==> config.mk <==
export PLATFORM = sky130hd
export DESIGN_NAME = fetch_unit
export DESIGN_NICKNAME = d
export VERILOG_FILES = /design/src/rtl/fetch_unit.sv
export SDC_FILE = /design/constraint.sdc
export NUM_CORES = 1
export LEC_CHECK = 0
export CORE_MARGIN = 2
export CORE_UTILIZATION = 52
export CTS_CLUSTER_SIZE = 16
export DETAILED_ROUTE_END_ITERATION = 16
export PLACE_DENSITY_LB_ADDON = 0.1
export SYNTH_ARGS = -nofsm -noshare
export SYNTH_HDL_FRONTEND = slang
export SYNTH_SLANG_ARGS = --single-unit
export TNS_END_PERCENT = 10
==> constraint.sdc <==
create_clock -name clk -period 4.75 [get_ports clk]
set_clock_uncertainty 0.1 [all_clocks]
set_input_delay 0.95 -clock clk [delete_from_list [all_inputs] [get_ports clk]]
set_output_delay 0.95 -clock clk [all_outputs]
set_load 0.03 [all_outputs]
==> src/rtl/fetch_unit.sv <==
// Instruction fetch stage: owns the PC, drives the instruction memory word
// address, absorbs the one-cycle read latency and presents a valid/ready stream.
module fetch_unit #(
  parameter logic [31:0] RESET_PC = 32'h0000_0000
) (
  input  logic        clk,
  input  logic        rst_n,
  input  logic        fetch_en,
  input  logic        redirect_valid,
  input  logic [31:0] redirect_pc,
  output logic [31:0] iaddr,
  input  logic [31:0] idata,
  output logic        out_valid,
  input  logic        out_ready,
  output logic [31:0] out_instr,
  output logic [31:0] out_pc,
  output logic        fault,
  output logic [31:0] fault_pc,
  output logic [31:0] perf_fetched,
  output logic [31:0] perf_stall
);

  typedef enum logic [1:0] {
    ST_RUN,
    ST_HALT,
    ST_FAULT
  } state_e;

  state_e      state_q, state_d;
  logic [31:0] fetch_pc_q, fetch_pc_d;
  logic [31:0] resp_pc_q, resp_pc_d;
  logic        resp_valid_q, resp_valid_d;
  logic        fault_q, fault_d;
  logic [31:0] fault_pc_q, fault_pc_d;
  logic [31:0] perf_fetched_q, perf_fetched_d;
  logic [31:0] perf_stall_q, perf_stall_d;

  logic        hold;
  logic        fire;
  logic        run_now;
  logic        redirect_ok;
  logic        redirect_bad;
  logic [29:0] issue_word;

  always_ff @(posedge clk) begin
    if (!rst_n) begin
      state_q        <= ST_RUN;
      fetch_pc_q     <= RESET_PC;
      resp_pc_q      <= RESET_PC;
      resp_valid_q   <= 1'b0;
      fault_q        <= 1'b0;
      fault_pc_q     <= '0;
      perf_fetched_q <= '0;
      perf_stall_q   <= '0;
    end else begin
      state_q        <= state_d;
      fetch_pc_q     <= fetch_pc_d;
      resp_pc_q      <= resp_pc_d;
      resp_valid_q   <= resp_valid_d;
      fault_q        <= fault_d;
      fault_pc_q     <= fault_pc_d;
      perf_fetched_q <= perf_fetched_d;
      perf_stall_q   <= perf_stall_d;
    end
  end

  always_comb begin
    out_valid    = resp_valid_q && (state_q != ST_FAULT) && !redirect_valid;
    hold         = out_valid && !out_ready;
    fire         = out_valid && out_ready;
    redirect_ok  = redirect_valid && (redirect_pc[1:0] == 2'b00);
    redirect_bad = redirect_valid && (redirect_pc[1:0] != 2'b00);
    // Whether this cycle behaves as RUN: HALT resumes immediately on fetch_en,
    // RUN drops to HALT only when neither fetch_en nor a redirect keeps it going.
    run_now      = (state_q == ST_HALT) ? fetch_en
                 : ((state_q == ST_RUN) && (fetch_en || redirect_valid));

    state_d        = state_q;
    fetch_pc_d     = fetch_pc_q;
    resp_pc_d      = resp_pc_q;
    resp_valid_d   = resp_valid_q;
    fault_d        = fault_q;
    fault_pc_d     = fault_pc_q;
    perf_fetched_d = perf_fetched_q;
    perf_stall_d   = perf_stall_q;
    issue_word     = fetch_pc_q[31:2];

    if (state_q != ST_FAULT) begin
      state_d = run_now ? ST_RUN : ST_HALT;
      if (redirect_ok) begin
        if (run_now) begin
          issue_word   = redirect_pc[31:2];
          resp_pc_d    = redirect_pc;
          resp_valid_d = 1'b1;
          fetch_pc_d   = redirect_pc + 32'd4;
        end else begin
          fetch_pc_d   = redirect_pc;
          resp_valid_d = 1'b0;
        end
      end else if (redirect_bad) begin
        state_d      = ST_FAULT;
        fault_d      = 1'b1;
        fault_pc_d   = redirect_pc;
        resp_valid_d = 1'b0;
      end else if (hold) begin
        // Re-read the held word so idata stays stable while decode stalls.
        issue_word = resp_pc_q[31:2];
      end else if (run_now) begin
        resp_pc_d    = fetch_pc_q;
        resp_valid_d = 1'b1;
        fetch_pc_d   = fetch_pc_q + 32'd4;
      end else begin
        resp_valid_d = 1'b0;
      end
    end

    if (fire) begin
      perf_fetched_d = perf_fetched_q + 32'd1;
    end
    if (hold) begin
      perf_stall_d = perf_stall_q + 32'd1;
    end
  end

  assign iaddr        = {2'b00, issue_word};
  assign out_instr    = idata;
  assign out_pc       = resp_pc_q;
  assign fault        = fault_q;
  assign fault_pc     = fault_pc_q;
  assign perf_fetched = perf_fetched_q;
  assign perf_stall   = perf_stall_q;

endmodule

==> results.md <==
* Slowest stage delay, CP at 0.60 ns
* Fin nets at 1362
* Total Power at 3.418 mW
* RSZ-0062 raised after global routing: no
* Cell Rows at 48
* Final setup viols at 0
* H-tree depth at 4
* Die X at 135.4 microns
* Number of fill cells at 1534
* DP Area at 10830 sq um
* Top Family by Delay on Critical Path: buffers and inverters
* Crit path top cell by count: clkdlybuf4s50_1
* Lkg Pwr at 3.959 nW
* Post-synth ARST share at 0%
* CP bufs+invs at 3
* EDFF count, synth at 0
* Gr usage total at 29.90%
* CP max FO at 7
* DR DRC count at 0
* Post-CTS setup buffer count at 0
* Drt first pass iters at 7
* Post-DR wirelength/cell at 18.29 microns
* Register area share after synthesis at 36.58%
* Detailed router's first-iteration violation count at 972
* Max Buffers Root-to-Sink at 2
* Ranking of synthesized cells by area: dfxtp_1 37%, nand2_1 7.2%, a21oi_1 4.3%, xnor2_1 3.9%, nor2_1 3.8%
* Worst path cell trace: clkdlybuf4s50_1 -> or3b_2 -> nor2_1 -> o22ai_2 -> a222oi_1 -> inv_1 -> clkdlybuf4s50_1
* Area share of the largest cell type after synthesis at 36.58%
* Hold path start: fault_pc[3]
* Vias at 9461
* Layout area overhead at 26.86%
* Register-to-register setup slack at 1.97 ns
* CTS buffer count at 17
* Final Hold Fails at 0
* Setup crit end kind: output port
* CTS tree: yes
* Largest net degree at the start of global routing at 57
* Max-cap violation count at 0
* Die Height at 135.4 microns
* Yosys top cell by area: dfxtp_1
* Worst reg2reg startpoint: state_q[1]
* Die area at 18330 sq um
* Gate Count Post-Synth at 1169
* Resized Gates After CTS at 0
* Crit path time final at 4.464 ns
* Ant diodes at 0
* Global-route wire length before repair at 44.05 mm
* Final WL at 27.93 mm
* Hold-critical path depth at 2
* Crit path DAT at 3.41 ns
* Post-route clock period utilization at 93.97%
* Share of cells above drive strength 1 at 8.141%
* Antenna viol nets, final at 0
* I/O pin count at 263
* Critical path class: input pin to output port
* Vias in the first global route at 8431
* Worst setup SP type: input pin
* Post-route cell area at 11390 sq um
* HP Class: flop to flop
* Core Footprint at 17060 sq um
* Reg-to-Reg End: perf_fetched[31]
* Via density at 6.196
* Final Util at 66.76%
* Gpl congestion at 0.9043
* Worst endpoint required time at 3.70 ns
* Max VDD drop at 0.0002903 V
* Setup TNS at 0 ns
* Pins Over Slew Limit at 0
* Overflow after GRT at 0
* Hold_buf cts at 0
* Clock Latency Late Sink at 0.43 ns
* Dpl hpwl at 19.41 mm
* Initial antenna violation count at 0
* Top FF cell, synth: dfxtp_1
* CP max-delay cell: or3b_2
* Min Hold Slack at 0.3532 ns
* Post-synthesis cell area at 8976 sq um
* Reg2reg path depth at 5
* Number of synthesized register bits at 164
* Initial core utilization at 52.63%
* CTS sink count at 164
* Reg clk slew, reported paths at 0.06 ns
* Worst relative slew slack at 37.04%
* Worst hold endpoint: fault_pc[3]
* I/O Buffers at 196
* Status: complete, no violations
* PD cells at 300.2 nW/um^2
* Distinct cell type count after synthesis at 68
* Root Buffer: clkbuf_16
* Max Clk Rate at 0.2240 GHz
* Slew @ Worst Pin at 0.9366 ns
* Yosys warning count at 0
* Syn Area/Cell at 7.678 sq um
-- worst min-delay path, delay by kind of cell, from the launching register on --
kind               cells  cell delay [ns]
DFF                    1             0.31
and+or+nand+nor        1             0.05
AOI/OAI and AO/OA      1             0.05
-- registers in the layout, summed over array words and instances (netlist names) --
register / cells
resp_valid_q: 1
state_q: 2
fetch_pc_q: 32
perf_stall: 32
fault_pc: 32
out_pc: 32
fault: 1
perf_fetched: 32
-- kinds of logic (layout without fill, tap and decap cells) --
group,Yosys count,count (layout),share of synthesized area (%)
multiplexers,2,2,0.2230
XOR/XNOR,52,52,5.074
buffers and inverters,177,309,8.851
adder cells (fa/ha/maj),4,4,0.5576
flip-flops,164,164,36.58
AND/OR/NAND/NOR,490,490,27.03
other,1,2,0.04178
AO/OA/AOI/OAI,279,279,21.65
-- worst max path at each step --
stage | to | slack, ns | startpoint | depth (start not counted)
finish | iaddr[22] | 0.29 | redirect_pc[0] | 7
global route | iaddr[21] | 0.14 | redirect_pc[0] | 7
CTS | iaddr[22] | 0.29 | redirect_pc[0] | 7
detailed placement | iaddr[18] | 0.31 | redirect_pc[0] | 7
global placement | iaddr[18] | 0.35 | redirect_pc[0] | 7
floorplan | iaddr[0] | 0.47 | redirect_valid | 7
-- synthesized netlist by cell type, drive strengths merged (3+ instances only) --
cell / number
a221oi: 3
nor3: 20
or3: 30
a31oi: 14
and4: 10
a21o: 3
o211ai: 9
a41oi: 5
nor3b: 3
or4: 11
nand2b: 3
clkbuf: 84
a22oi: 3
o31ai: 10
and3: 14
buf: 43
inv: 49
nand4: 30
a211o: 3
and2: 11
nor2b: 5
a311oi: 28
nor4b: 3
xnor2: 40
ha: 4
nor2: 92
a222oi: 30
nor4: 32
o21a: 7
a31o: 3
nand3: 41
or4b: 3
xor2: 12
dfxtp: 164
nand2: 173
a21oi: 78
a211oi: 8
o211a: 4
o21ai: 44
o31a: 12
-- per-stage QoR --
| stage | instances | setup slack [ns] |
|---|---|---|
| detailed placement | 1495 | 0.3097 |
| global placement | 1495 | 0.3517 |
| finish | 1527 | 0.2865 |
| global route | 1527 | 0.1383 |
| CTS | 1527 | 0.2942 |
| floorplan | 1170 | 0.4707 |
-- routing by layer --
layer | wire length, microns | up-vias | global-route usage (%)
met3 | 2337 | 42 | 4.976
met4 | 502 | 0 | 10.76
met5 | 0 | - | 0
met1 | 12300 | 4494 | 41.86
met2 | 12790 | 455 | 46.59
li1 | - | 4470 | -
-- power breakdown --
group / internal, mW / switching, mW / total [mW]
combinational: 0.230 / 0.377 / 0.608
clock: 0.718 / 0.602 / 1.32
sequential: 1.43 / 0.0581 / 1.49
-- layout by cell type (no fill, tap or decap), types with 10 or more instances in the layout --
master / netlist / final
a21oi_1: 78 / 78
buf_4: 34 / 56
or4_1: 11 / 11
o31ai_1: 10 / 10
clkbuf_16: 0 / 17
xor2_1: 12 / 12
a31oi_1: 14 / 14
nand3_1: 41 / 41
a311oi_1: 28 / 28
nand4_1: 30 / 30
o21ai_0: 42 / 41
or3_1: 30 / 30
nand2_1: 173 / 173
o31a_1: 12 / 12
and3_1: 14 / 14
nor3_1: 20 / 18
a222oi_1: 30 / 30
nor2_1: 92 / 90
xnor2_1: 40 / 40
inv_1: 49 / 49
and2_1: 11 / 11
dfxtp_1: 164 / 164
clkdlybuf4s50_1: 0 / 170
and4_1: 10 / 10
nor4_1: 30 / 30
-- final cells by class --
| class | instances | area (sq um) | area share (%) |
|---|---|---|---|
| clock inverters | 12 | 95.09 | 0.8351 |
| repair buffers | 227 | 2142 | 18.81 |
| flip-flops and latches | 164 | 3283 | 28.83 |
| clock buffers | 20 | 466.7 | 4.098 |
| well taps | 225 | 281.5 | 2.472 |
| multi-input cells | 829 | 4928 | 43.28 |
| inverters | 50 | 190.2 | 1.670 |
No activity file was read; power rests on OpenSTA's default activity.
